$ cat src/rtl/fb_pkg.sv
// Frame-buffer definitions shared by the write and read side controllers.
package fb_pkg;

  localparam int unsigned BANK_IDX_W = 2;

  typedef enum logic [1:0] {
    ST_IDLE  = 2'd0,
    ST_ARM   = 2'd1,
    ST_WRITE = 2'd2
  } fb_state_e;

  typedef logic [BANK_IDX_W-1:0] bank_t;

  // Next write bank: step past the reader's bank; with two banks this lands back on cur.
  function automatic bank_t next_bank(input bank_t cur, input bank_t rd,
                                      input int unsigned num_banks);
    int unsigned n;
    n = 32'(cur) + 32'd1;
    if (n >= num_banks) n = 32'd0;
    if (n == 32'(rd)) begin
      n = n + 32'd1;
      if (n >= num_banks) n = 32'd0;
    end
    return BANK_IDX_W'(n);
  endfunction

endpackage

$ cat src/rtl/vs_edge_det.sv
// Registers raw VS and turns its edges into start/end-of-frame strobes for either polarity.
module vs_edge_det (
  input  logic clk,
  input  logic rst,
  input  logic i_vs,
  input  logic negtive_sync,
  output logic sof_c,
  output logic eof_c
);

  logic vs_q;
  logic vs_d;
  logic rise_c;
  logic fall_c;

  always_comb begin
    vs_d = i_vs;
  end

  always_ff @(posedge clk) begin
    if (rst) vs_q <= 1'b0;
    else     vs_q <= vs_d;
  end

  assign rise_c = ~vs_q & i_vs;
  assign fall_c = vs_q & ~i_vs;

  // Active-high VS: the frame starts when the pulse ends and ends when the next one begins.
  assign sof_c = negtive_sync ? rise_c : fall_c;
  assign eof_c = negtive_sync ? fall_c : rise_c;

endmodule

$ cat src/rtl/frame_wr_ctrl.sv
// Frame buffer write controller: gates on stable timing, writes pixels into a rotating
// bank and commits the bank only when a complete, correctly sized frame has landed.
module frame_wr_ctrl
  import fb_pkg::*;
#(
  parameter int unsigned DATA_W     = 24,
  parameter int unsigned ADDR_W     = 23,
  parameter int unsigned BANK_DEPTH = 2097152,
  parameter int unsigned NUM_BANKS  = 3,
  parameter int unsigned BANK_W     = BANK_IDX_W
) (
  input  logic              clk,
  input  logic              rst,
  input  logic              i_vs,
  input  logic              i_de,
  input  logic [DATA_W-1:0] i_data,
  input  logic              frame_stable,
  input  logic              negtive_sync,
  input  logic [23:0]       frame_len,
  input  logic [BANK_W-1:0] rd_bank,
  output logic              wr_en,
  output logic [ADDR_W-1:0] wr_addr,
  output logic [DATA_W-1:0] wr_data,
  output logic              done_valid,
  output logic [BANK_W-1:0] done_bank,
  output logic              err_short,
  output logic              err_long,
  output logic              busy
);

  localparam int unsigned LEN_W = 24;

  fb_state_e         state_q, state_d;
  logic [BANK_W-1:0] cur_bank_q, cur_bank_d;
  logic [LEN_W-1:0]  pix_idx_q, pix_idx_d;
  logic [LEN_W-1:0]  len_q, len_d;
  logic              long_seen_q, long_seen_d;
  logic              wr_en_q, wr_en_d;
  logic [ADDR_W-1:0] wr_addr_q, wr_addr_d;
  logic [DATA_W-1:0] wr_data_q, wr_data_d;
  logic              done_valid_q, done_valid_d;
  logic [BANK_W-1:0] done_bank_q, done_bank_d;
  logic              err_short_q, err_short_d;
  logic              err_long_q, err_long_d;
  logic              busy_q, busy_d;

  logic              sof_c;
  logic              eof_c;
  logic              len_ok_c;
  logic              pix_room_c;
  logic [ADDR_W-1:0] bank_base_c;

  vs_edge_det u_vs_edge_det (
    .clk          (clk),
    .rst          (rst),
    .i_vs         (i_vs),
    .negtive_sync (negtive_sync),
    .sof_c        (sof_c),
    .eof_c        (eof_c)
  );

  assign len_ok_c    = (frame_len != '0) && (32'(frame_len) <= BANK_DEPTH);
  assign pix_room_c  = pix_idx_q < len_q;
  assign bank_base_c = ADDR_W'(cur_bank_q) * ADDR_W'(BANK_DEPTH);

  // Next-state and registered output logic.
  always_comb begin
    state_d      = state_q;
    cur_bank_d   = cur_bank_q;
    pix_idx_d    = pix_idx_q;
    len_d        = len_q;
    long_seen_d  = long_seen_q;
    wr_en_d      = 1'b0;
    wr_addr_d    = wr_addr_q;
    wr_data_d    = wr_data_q;
    done_valid_d = 1'b0;
    done_bank_d  = done_bank_q;
    err_short_d  = 1'b0;
    err_long_d   = 1'b0;

    unique case (state_q)
      ST_IDLE: begin
        if (frame_stable) state_d = ST_ARM;
      end

      ST_ARM: begin
        if (!frame_stable) begin
          state_d = ST_IDLE;
        end else if (sof_c && len_ok_c) begin
          state_d     = ST_WRITE;
          len_d       = frame_len;
          long_seen_d = 1'b0;
          pix_idx_d   = '0;
          // A pixel coincident with SOF is the first pixel of the frame.
          if (i_de) begin
            wr_en_d   = 1'b1;
            wr_addr_d = bank_base_c;
            wr_data_d = i_data;
            pix_idx_d = LEN_W'(1);
          end
        end
      end

      ST_WRITE: begin
        if (!frame_stable) begin
          state_d = ST_IDLE;
        end else if (eof_c || sof_c) begin
          // An unexpected SOF closes the frame as short; the new frame is not captured.
          state_d = ST_ARM;
          if (eof_c && (pix_idx_q == len_q)) begin
            done_valid_d = 1'b1;
            done_bank_d  = cur_bank_q;
            cur_bank_d   = BANK_W'(next_bank(BANK_IDX_W'(cur_bank_q),
                                             BANK_IDX_W'(rd_bank), NUM_BANKS));
          end else begin
            err_short_d = 1'b1;
          end
        end else if (i_de) begin
          if (pix_room_c) begin
            wr_en_d   = 1'b1;
            wr_addr_d = bank_base_c + ADDR_W'(pix_idx_q);
            wr_data_d = i_data;
            pix_idx_d = pix_idx_q + LEN_W'(1);
          end else if (!long_seen_q) begin
            err_long_d  = 1'b1;
            long_seen_d = 1'b1;
          end
        end
      end

      default: state_d = ST_IDLE;
    endcase

    busy_d = (state_d == ST_WRITE);
  end

  always_ff @(posedge clk) begin
    if (rst) begin
      state_q      <= ST_IDLE;
      cur_bank_q   <= '0;
      pix_idx_q    <= '0;
      len_q        <= '0;
      long_seen_q  <= 1'b0;
      wr_en_q      <= 1'b0;
      wr_addr_q    <= '0;
      wr_data_q    <= '0;
      done_valid_q <= 1'b0;
      done_bank_q  <= '0;
      err_short_q  <= 1'b0;
      err_long_q   <= 1'b0;
      busy_q       <= 1'b0;
    end else begin
      state_q      <= state_d;
      cur_bank_q   <= cur_bank_d;
      pix_idx_q    <= pix_idx_d;
      len_q        <= len_d;
      long_seen_q  <= long_seen_d;
      wr_en_q      <= wr_en_d;
      wr_addr_q    <= wr_addr_d;
      wr_data_q    <= wr_data_d;
      done_valid_q <= done_valid_d;
      done_bank_q  <= done_bank_d;
      err_short_q  <= err_short_d;
      err_long_q   <= err_long_d;
      busy_q       <= busy_d;
    end
  end

  assign wr_en      = wr_en_q;
  assign wr_addr    = wr_addr_q;
  assign wr_data    = wr_data_q;
  assign done_valid = done_valid_q;
  assign done_bank  = done_bank_q;
  assign err_short  = err_short_q;
  assign err_long   = err_long_q;
  assign busy       = busy_q;

endmodule

$ cat config.mk
export PLATFORM = sky130hd
export DESIGN_NAME = frame_wr_ctrl
export DESIGN_NICKNAME = d
export VERILOG_FILES = /design/src/rtl/fb_pkg.sv /design/src/rtl/vs_edge_det.sv /design/src/rtl/frame_wr_ctrl.sv
export SDC_FILE = /design/constraint.sdc
export NUM_CORES = 1
export LEC_CHECK = 0
export CORE_MARGIN = 1
export CORE_UTILIZATION = 60
export DETAILED_ROUTE_END_ITERATION = 6
export DONT_BUFFER_PORTS = 1
export PLACE_DENSITY = 0.87
export SYNTH_ARGS = -nofsm -noshare
export SYNTH_HDL_FRONTEND = slang
export SYNTH_SLANG_ARGS = --single-unit
$ cat constraint.sdc
create_clock -name clk -period 3.4 [get_ports clk]
set_input_delay 1.02 -clock clk [delete_from_list [all_inputs] [get_ports clk]]
set_output_delay 1.02 -clock clk [all_outputs]
set_load 0.05 [all_outputs]
==> run_results.csv, run 1 <==
group,metric,value,unit
layout,final_util,0.6524,
layout,mostFrequentLayoutCells,"dfxtp_1 (108), nor2_1 (57), nand2_1 (54), nand4_1 (48), a21oi_1 (44)",
layout,drive_gt1_frac,0.1001,
critical_path,critPathTopFamily,"compound AO/OA/AOI/OAI gates",
synthesis,yosysSeqAreaShare,0.3611,
clock_tree,cts_sinks,108,
hold_path,hold_path_depth,1,
sta,holdWs,0.4245,ns
floorplan,die_w,101.9,um
critical_path,slowest_stage,"a2111o_1",
sta,min_period,2.922,ns
clock_tree,root_buffer,"clkbuf_8",
floorplan,die_h,101.9,um
sta,setup_viol,0,
critical_path,r2r-end,"wr_addr[0]",
flow_run,cap_violations,0,
placement,hpwl,11.26,mm
layout,layout.nets,770,
global_routing,grt-ovfl-total,0,
layout,antennaDiodeCount,0,
hold_path,hold_end,"err_long",
critical_path,cp.arrival,3.22,ns
critical_path,path_buf_inv,1,
detailed_routing,drt_iter0_drc,289,
detailed_routing,drc,0,
sta,fin_worst_skew,0.01227,ns
outcome,status,"finished, final reports clean",
floorplan,dieArea,10380,um2
clock_tree,cts_htree_levels,3,
floorplan,rows,36,
clock_tree,numCtsBuffers,9,
critical_path,cp_common_cell,"a21o_1",
synthesis,synth_edf_count,0,
detailed_routing,wire_per_inst,19.18,um
global_routing,antenna_found_initial,0,
clock_tree,ctsResizeCount,0,
critical_path,crit_chain,"ha_1 -> a21o_1 -> a21o_1 -> a2111o_1 -> o21ba_4 -> buf_4 -> o311a_1 -> a31o_2",
power,fin_total_pwr,2.189,mW
synthesis,async_reset_ff_frac,0,
critical_path,r2r_cells,8,
sta,hold_viol,0,
synthesis,ys_warn_count,0,
layout,area_growth_syn_to_layout,5.997,%
sta,rsz0062_at_grt,"no",
critical_path,r2r_slack,0.48,ns
detailed_routing,drt_pre_antenna_iters,5,
power,powerDensity,344.9,nW/um2
global_routing,grt_first_pass_wirelength,24.60,mm
sta,setup_tns,0,ns
critical_path,worstPathMaxFanout,35,
sta,max_freq,0.3422,GHz
critical_path,crit_path_end_kind,"register",
hold_path,hold_path.class,"register to register",
clock_tree,cts-hold-fix-buffers,0,
synthesis,synth_cell_types,70,
critical_path,slowest_delay,0.51,ns
synthesis,synth_area_per_cell,8.616,um2
clock_tree,cts_tree,"built",
detailed_routing,postRouteAntennaNets,0,
clock_tree,clkLatencyLatePin,0.39,ns
sta,slew_viol_final,0,
placement,io_buffers,0,
global_routing,grt_max_degree,72,
sta,min_period_over_period,0.8594,
synthesis,syn_area,5988,um2
global_routing,grt_pass1_vias,5098,
global_routing,grt_use_total,0.3029,
floorplan,io_pins,110,
layout,final_common_cell,"dfxtp_1",
floorplan,initial_core_util,0.6155,
critical_path,crit_type,"register to register",
detailed_routing,vias_per_cell,6.691,
critical_path,startpoint_type,"register",
power,leakagePower,2.289,nW
placement,gp_congestion,0.9192,
clock_tree,post_cts_buffers,0,
synthesis,syn-num-nets,781,
sta,worst_slew_pin_slew,1.053,ns
critical_path,r2r_start,"pix_idx_q[13]",
power,ir_drop,180.7,uV
clock_tree,max-clock-path-buffers,2,
synthesis,synthCells,695,
critical_path,required,3.69,ns
synthesis,synth_ff_type,"dfxtp_1",
sta,slew_headroom,0.2974,
floorplan,core,9729,um2
synthesis,ys_ff_latch,108,
hold_path,hold_start,"long_seen_q",
detailed_routing,num_vias,5500,
clock_tree,clk_pin_slew,0.12,ns
detailed_routing,wl,15.77,mm
## worst max-delay path by stage
| stage | slack [ns] | cells after the start | from | to |
|---|---|---|---|---|
| 2_1_floorplan | 0.63 | 8 | frame_len[5] | pix_idx_q[21] |
| 3_3_place_gp | 0.37 | 7 | frame_len[13] | wr_addr[0] |
| 3_5_place_dp | 0.30 | 7 | frame_len[13] | wr_addr[4] |
| 4_1_cts | 0.49 | 9 | len_q[13] | wr_addr[0] |
| 5_1_grt | 0.36 | 8 | pix_idx_q[14] | wr_addr[1] |
| 6_report | 0.48 | 8 | pix_idx_q[13] | wr_addr[0] |
## area by class of cell
| cell class | instances | area, um2 |
|---|---|---|
| Clock buffer | 9 | 123.9 |
| Timing Repair Buffer | 29 | 242.7 |
| Clock inverter | 7 | 66.31 |
| Sequential cell | 108 | 2162 |
| Multi-Input combinational cell | 502 | 3458 |
| Fill cell | 818 | 3382 |
| Inverter | 34 | 127.6 |
| Tap cell | 133 | 166.4 |
## state kept, by name, summed over array words and instances (netlist names)
| register | flops |
|---|---|
| cur_bank_q | 2 |
| done_bank | 2 |
| wr_en | 1 |
| done_valid | 1 |
| state_q | 2 |
| err_short | 1 |
| pix_idx_q | 24 |
| err_long | 1 |
| u_vs_edge_det.vs_q | 1 |
| busy | 1 |
| len_q | 24 |
| wr_data | 24 |
| wr_addr | 23 |
| long_seen_q | 1 |
## metal layers
| metal | up-vias | track usage | part of all wire |
|---|---|---|---|
| met3 | 43 | 0.05677 | 0.086 |
| met2 | 277 | 0.5114 | 0.47 |
| met4 | 0 | 0.1176 | 0.027 |
| li1 | 2569 | - | - |
| met5 | - | 0 | 0 |
| met1 | 2611 | 0.3838 | 0.42 |
## Yosys cell counts, drive strengths merged, types with 2 or more instances
| cell type | number | area share |
|---|---|---|
| a211o | 3 | 0.0044 |
| a211oi | 2 | 0.0025 |
| a21boi | 2 | 0.0025 |
| a21o | 5 | 0.0063 |
| a21oi | 44 | 0.037 |
| a221o | 8 | 0.013 |
| a22o | 3 | 0.0044 |
| a31o | 15 | 0.022 |
| a31oi | 7 | 0.0084 |
| a32o | 2 | 0.0033 |
| and2 | 4 | 0.0042 |
| and3 | 8 | 0.0084 |
| and4 | 4 | 0.0058 |
| buf | 27 | 0.028 |
| clkbuf | 24 | 0.015 |
| dfxtp | 108 | 0.36 |
| ha | 30 | 0.063 |
| inv | 34 | 0.021 |
| mux2 | 4 | 0.0075 |
| mux2i | 32 | 0.053 |
| nand2 | 54 | 0.034 |
| nand2b | 4 | 0.0042 |
| nand3 | 19 | 0.016 |
| nand4 | 48 | 0.050 |
| nor2 | 57 | 0.036 |
| nor2b | 14 | 0.015 |
| nor3 | 21 | 0.020 |
| nor3b | 2 | 0.0033 |
| nor4 | 10 | 0.011 |
| o21a | 5 | 0.0063 |
| o21ai | 15 | 0.013 |
| o2bb2ai | 5 | 0.0073 |
| o311a | 14 | 0.023 |
| o311ai | 2 | 0.0029 |
| o31ai | 30 | 0.040 |
| or3 | 3 | 0.0040 |
| or4 | 5 | 0.0069 |
| xor2 | 3 | 0.0044 |
## cells by family (layout without fill, tap and decap cells)
| kind of cell | count (synthesis) | after routing | synth area share |
|---|---|---|---|
| buffers and inverters | 85 | 79 | 0.06435 |
| AOI/OAI and AO/OA | 172 | 172 | 0.2163 |
| xor gates and xnor gates | 4 | 4 | 0.005851 |
| DFF | 108 | 108 | 0.3611 |
| and+or+nand+nor | 260 | 260 | 0.2288 |
| muxes | 36 | 36 | 0.06101 |
| adders and majority gates | 30 | 30 | 0.06268 |
## report_power, final
part,internal [mW],switching (mW),total [mW]
Sequential,1.27,0.00681,1.28
Clock,0.286,0.503,0.789
Combinational,0.0475,0.0766,0.124
## metrics by stage
step / setup slack (ns) / cell area [um2] / std cells
finish: 0.4780 / 6347 / 822
global route: 0.3629 / 6347 / 822
CTS: 0.4923 / 6347 / 822
detailed placement: 0.2961 / 6157 / 806
global placement: 0.3678 / 6157 / 806
floorplan: 0.6319 / 5988 / 695
No activity file was read; power rests on OpenSTA's default activity.
==> inputs of run 2 (changes only) <==
--- a/config.mk
+++ b/config.mk
@@ -5,11 +5,14 @@
 export SDC_FILE = /design/constraint.sdc
 export NUM_CORES = 1
 export LEC_CHECK = 0
+export CELL_PAD_IN_SITES_DETAIL_PLACEMENT = 2
+export CELL_PAD_IN_SITES_GLOBAL_PLACEMENT = 2
 export CORE_MARGIN = 1
-export CORE_UTILIZATION = 60
+export CORE_UTILIZATION = 38
 export DETAILED_ROUTE_END_ITERATION = 6
 export DONT_BUFFER_PORTS = 1
-export PLACE_DENSITY = 0.87
+export GPL_TIMING_DRIVEN = 0
+export PLACE_DENSITY = 0.9
 export SYNTH_ARGS = -nofsm -noshare
 export SYNTH_HDL_FRONTEND = slang
 export SYNTH_SLANG_ARGS = --single-unit
==> run_results.csv, run 2 (synthesis gave the netlist of run 1 again) <==
group,metric,value,unit
floorplan,dieArea,16270,um2
detailed_routing,wl,22.13,mm
layout,layout.nets,792,
global_routing,grt_pass1_vias,6313,
floorplan,die_h,127.5,um
clock_tree,max-clock-path-buffers,2,
placement,gp_congestion,0.8433,
critical_path,slowest_delay,0.84,ns
flow_run,cap_violations,0,
detailed_routing,postRouteAntennaNets,0,
sta,worst_slew_pin_slew,1.087,ns
global_routing,antenna_found_initial,0,
hold_path,hold_path.class,"register to register",
floorplan,core,15310,um2
sta,fin_worst_skew,0.01012,ns
sta,min_period_over_period,0.9447,
clock_tree,cts_sinks,108,
layout,final_common_cell,"dfxtp_1",
sta,worst_slack,0.1882,ns
floorplan,initial_core_util,0.3910,
global_routing,grt-ovfl-total,0,
critical_path,cp_common_cell,"inv_1",
sta,slew_headroom,0.2756,
layout,fillers,1738,
placement,post-place-ws,-0.1547,ns
clock_tree,clkLatencyLatePin,0.37,ns
critical_path,crit_chain,"inv_1 -> ha_1 -> inv_1 -> o21ai_0 -> a21oi_1 -> nand3_1 -> o311ai_0 -> o41ai_1",
sta,min_period,3.212,ns
floorplan,rows,45,
critical_path,worstPathMaxFanout,10,
global_routing,grt_max_degree,20,
clock_tree,cts_tree,"built",
placement,placed_area,6252,um2
layout,antennaDiodeCount,0,
layout,mostFrequentLayoutCells,"dfxtp_1 (108), nor2_1 (57), nand2_1 (54), nand4_1 (48), a21oi_1 (44)",
critical_path,slowest_stage,"a21oi_1",
outcome,status,"finished, final reports clean",
power,leakagePower,2.319,nW
placement,hpwl,16.84,mm
clock_tree,root_buffer,"clkbuf_16",
clock_tree,clk_pin_slew,0.08,ns
detailed_routing,wire_per_inst,24.00,um
critical_path,crit_type,"register to register",
sta,hold_viol,0,
layout,design_area,6558,um2
detailed_routing,drc,0,
clock_tree,ctsResizeCount,0,
floorplan,io_pins,110,
power,powerDensity,387.2,nW/um2
power,ir_drop,249.9,uV
detailed_routing,num_vias,5716,
sta,rsz0062_at_grt,"no",
clock_tree,post_cts_buffers,0,
detailed_routing,vias_per_cell,6.200,
layout,area_growth_syn_to_layout,9.507,%
critical_path,crit_path_end_kind,"register",
sta,max_freq,0.3114,GHz
sta,holdWs,0.4778,ns
sta,slew_viol_final,0,
global_routing,grt_use_total,0.2770,
power,fin_total_pwr,2.539,mW
sta,setup_viol,0,
floorplan,die_w,127.5,um
layout,drive_gt1_frac,0.08720,
critical_path,required,3.64,ns
clock_tree,cts_htree_levels,3,
detailed_routing,drt_pre_antenna_iters,5,
critical_path,cp.arrival,3.45,ns
detailed_routing,drt_iter0_drc,326,
global_routing,grt_first_pass_wirelength,34.42,mm
critical_path,startpoint_type,"register",
clock_tree,numCtsBuffers,9,
clock_tree,cts-hold-fix-buffers,0,
placement,io_buffers,0,
-- run 2: changes by cell type in the layout (fill, tap and decap cells not counted), sizes merged --
cell / change
clkinv: +1
clkinvlp: -1
bufinv: +1
buf: -2
inv: -1
clkbuf: +24
-- run 2: cell type report --
cell class	count	area (um2)	area share
inverters	34	127.6	0.01946
flip-flops and latches	108	2162	0.3297
plain buffers	51	257.7	0.03931
clock buffers	9	225.2	0.03434
clock inverters	7	80.08	0.01221
well taps	211	264.0	0.04026
multi-input cells	502	3441	0.5247
-- run 2: critical path, delay by kind of cell, from the launching register on --
kind	cells	cell delay [ns]
AO/OA/AOI/OAI	4	1.62
AND/OR/NAND/NOR	1	0.53
buffers and inverters	2	0.24
flip-flops	1	0.38
adder cells (fa/ha/maj)	1	0.30
-- run 2: metrics by stage --
stage,std cells,utilization,setup TNS [ns]
after CTS,922,0.4282,0
final,922,0.4282,0
after global routing,922,0.4282,0
after detailed placement,906,0.4083,-3.356
after floorplan,695,-,0
after global placement,906,0.4083,0
-- run 2: report_power, final --
part           internal [mW]  leakage [nW]  total (mW)  switching (mW)
clock network          0.583         0.148        1.12           0.540
logic                 0.0389          1.30       0.140           0.101
registers               1.27         0.870        1.28         0.00785
total                   1.89          2.32        2.54           0.649
-- run 2: metal layers --
| layer | vias up | track usage | wire length, um |
|---|---|---|---|
| li1 | 2634 | - | - |
| met1 | 2853 | 0.3224 | 9298 |
| met2 | 186 | 0.4892 | 10980 |
| met3 | 43 | 0.06491 | 1292 |
| met4 | 0 | 0.1092 | 552 |
| met5 | - | 0 | 0 |
-- run 2: path summary, 6_finish.rpt --
path | from | endpoint | slack [ns] | cells after the start
worst max-delay path | state_q[1] | pix_idx_q[1] | 0.19 | 8
worst min-delay path | len_q[22] | len_q[22] | 0.48 | 2
worst max register to register | state_q[1] | pix_idx_q[1] | 0.19 | 8
worst min register to register | len_q[22] | len_q[22] | 0.48 | 2
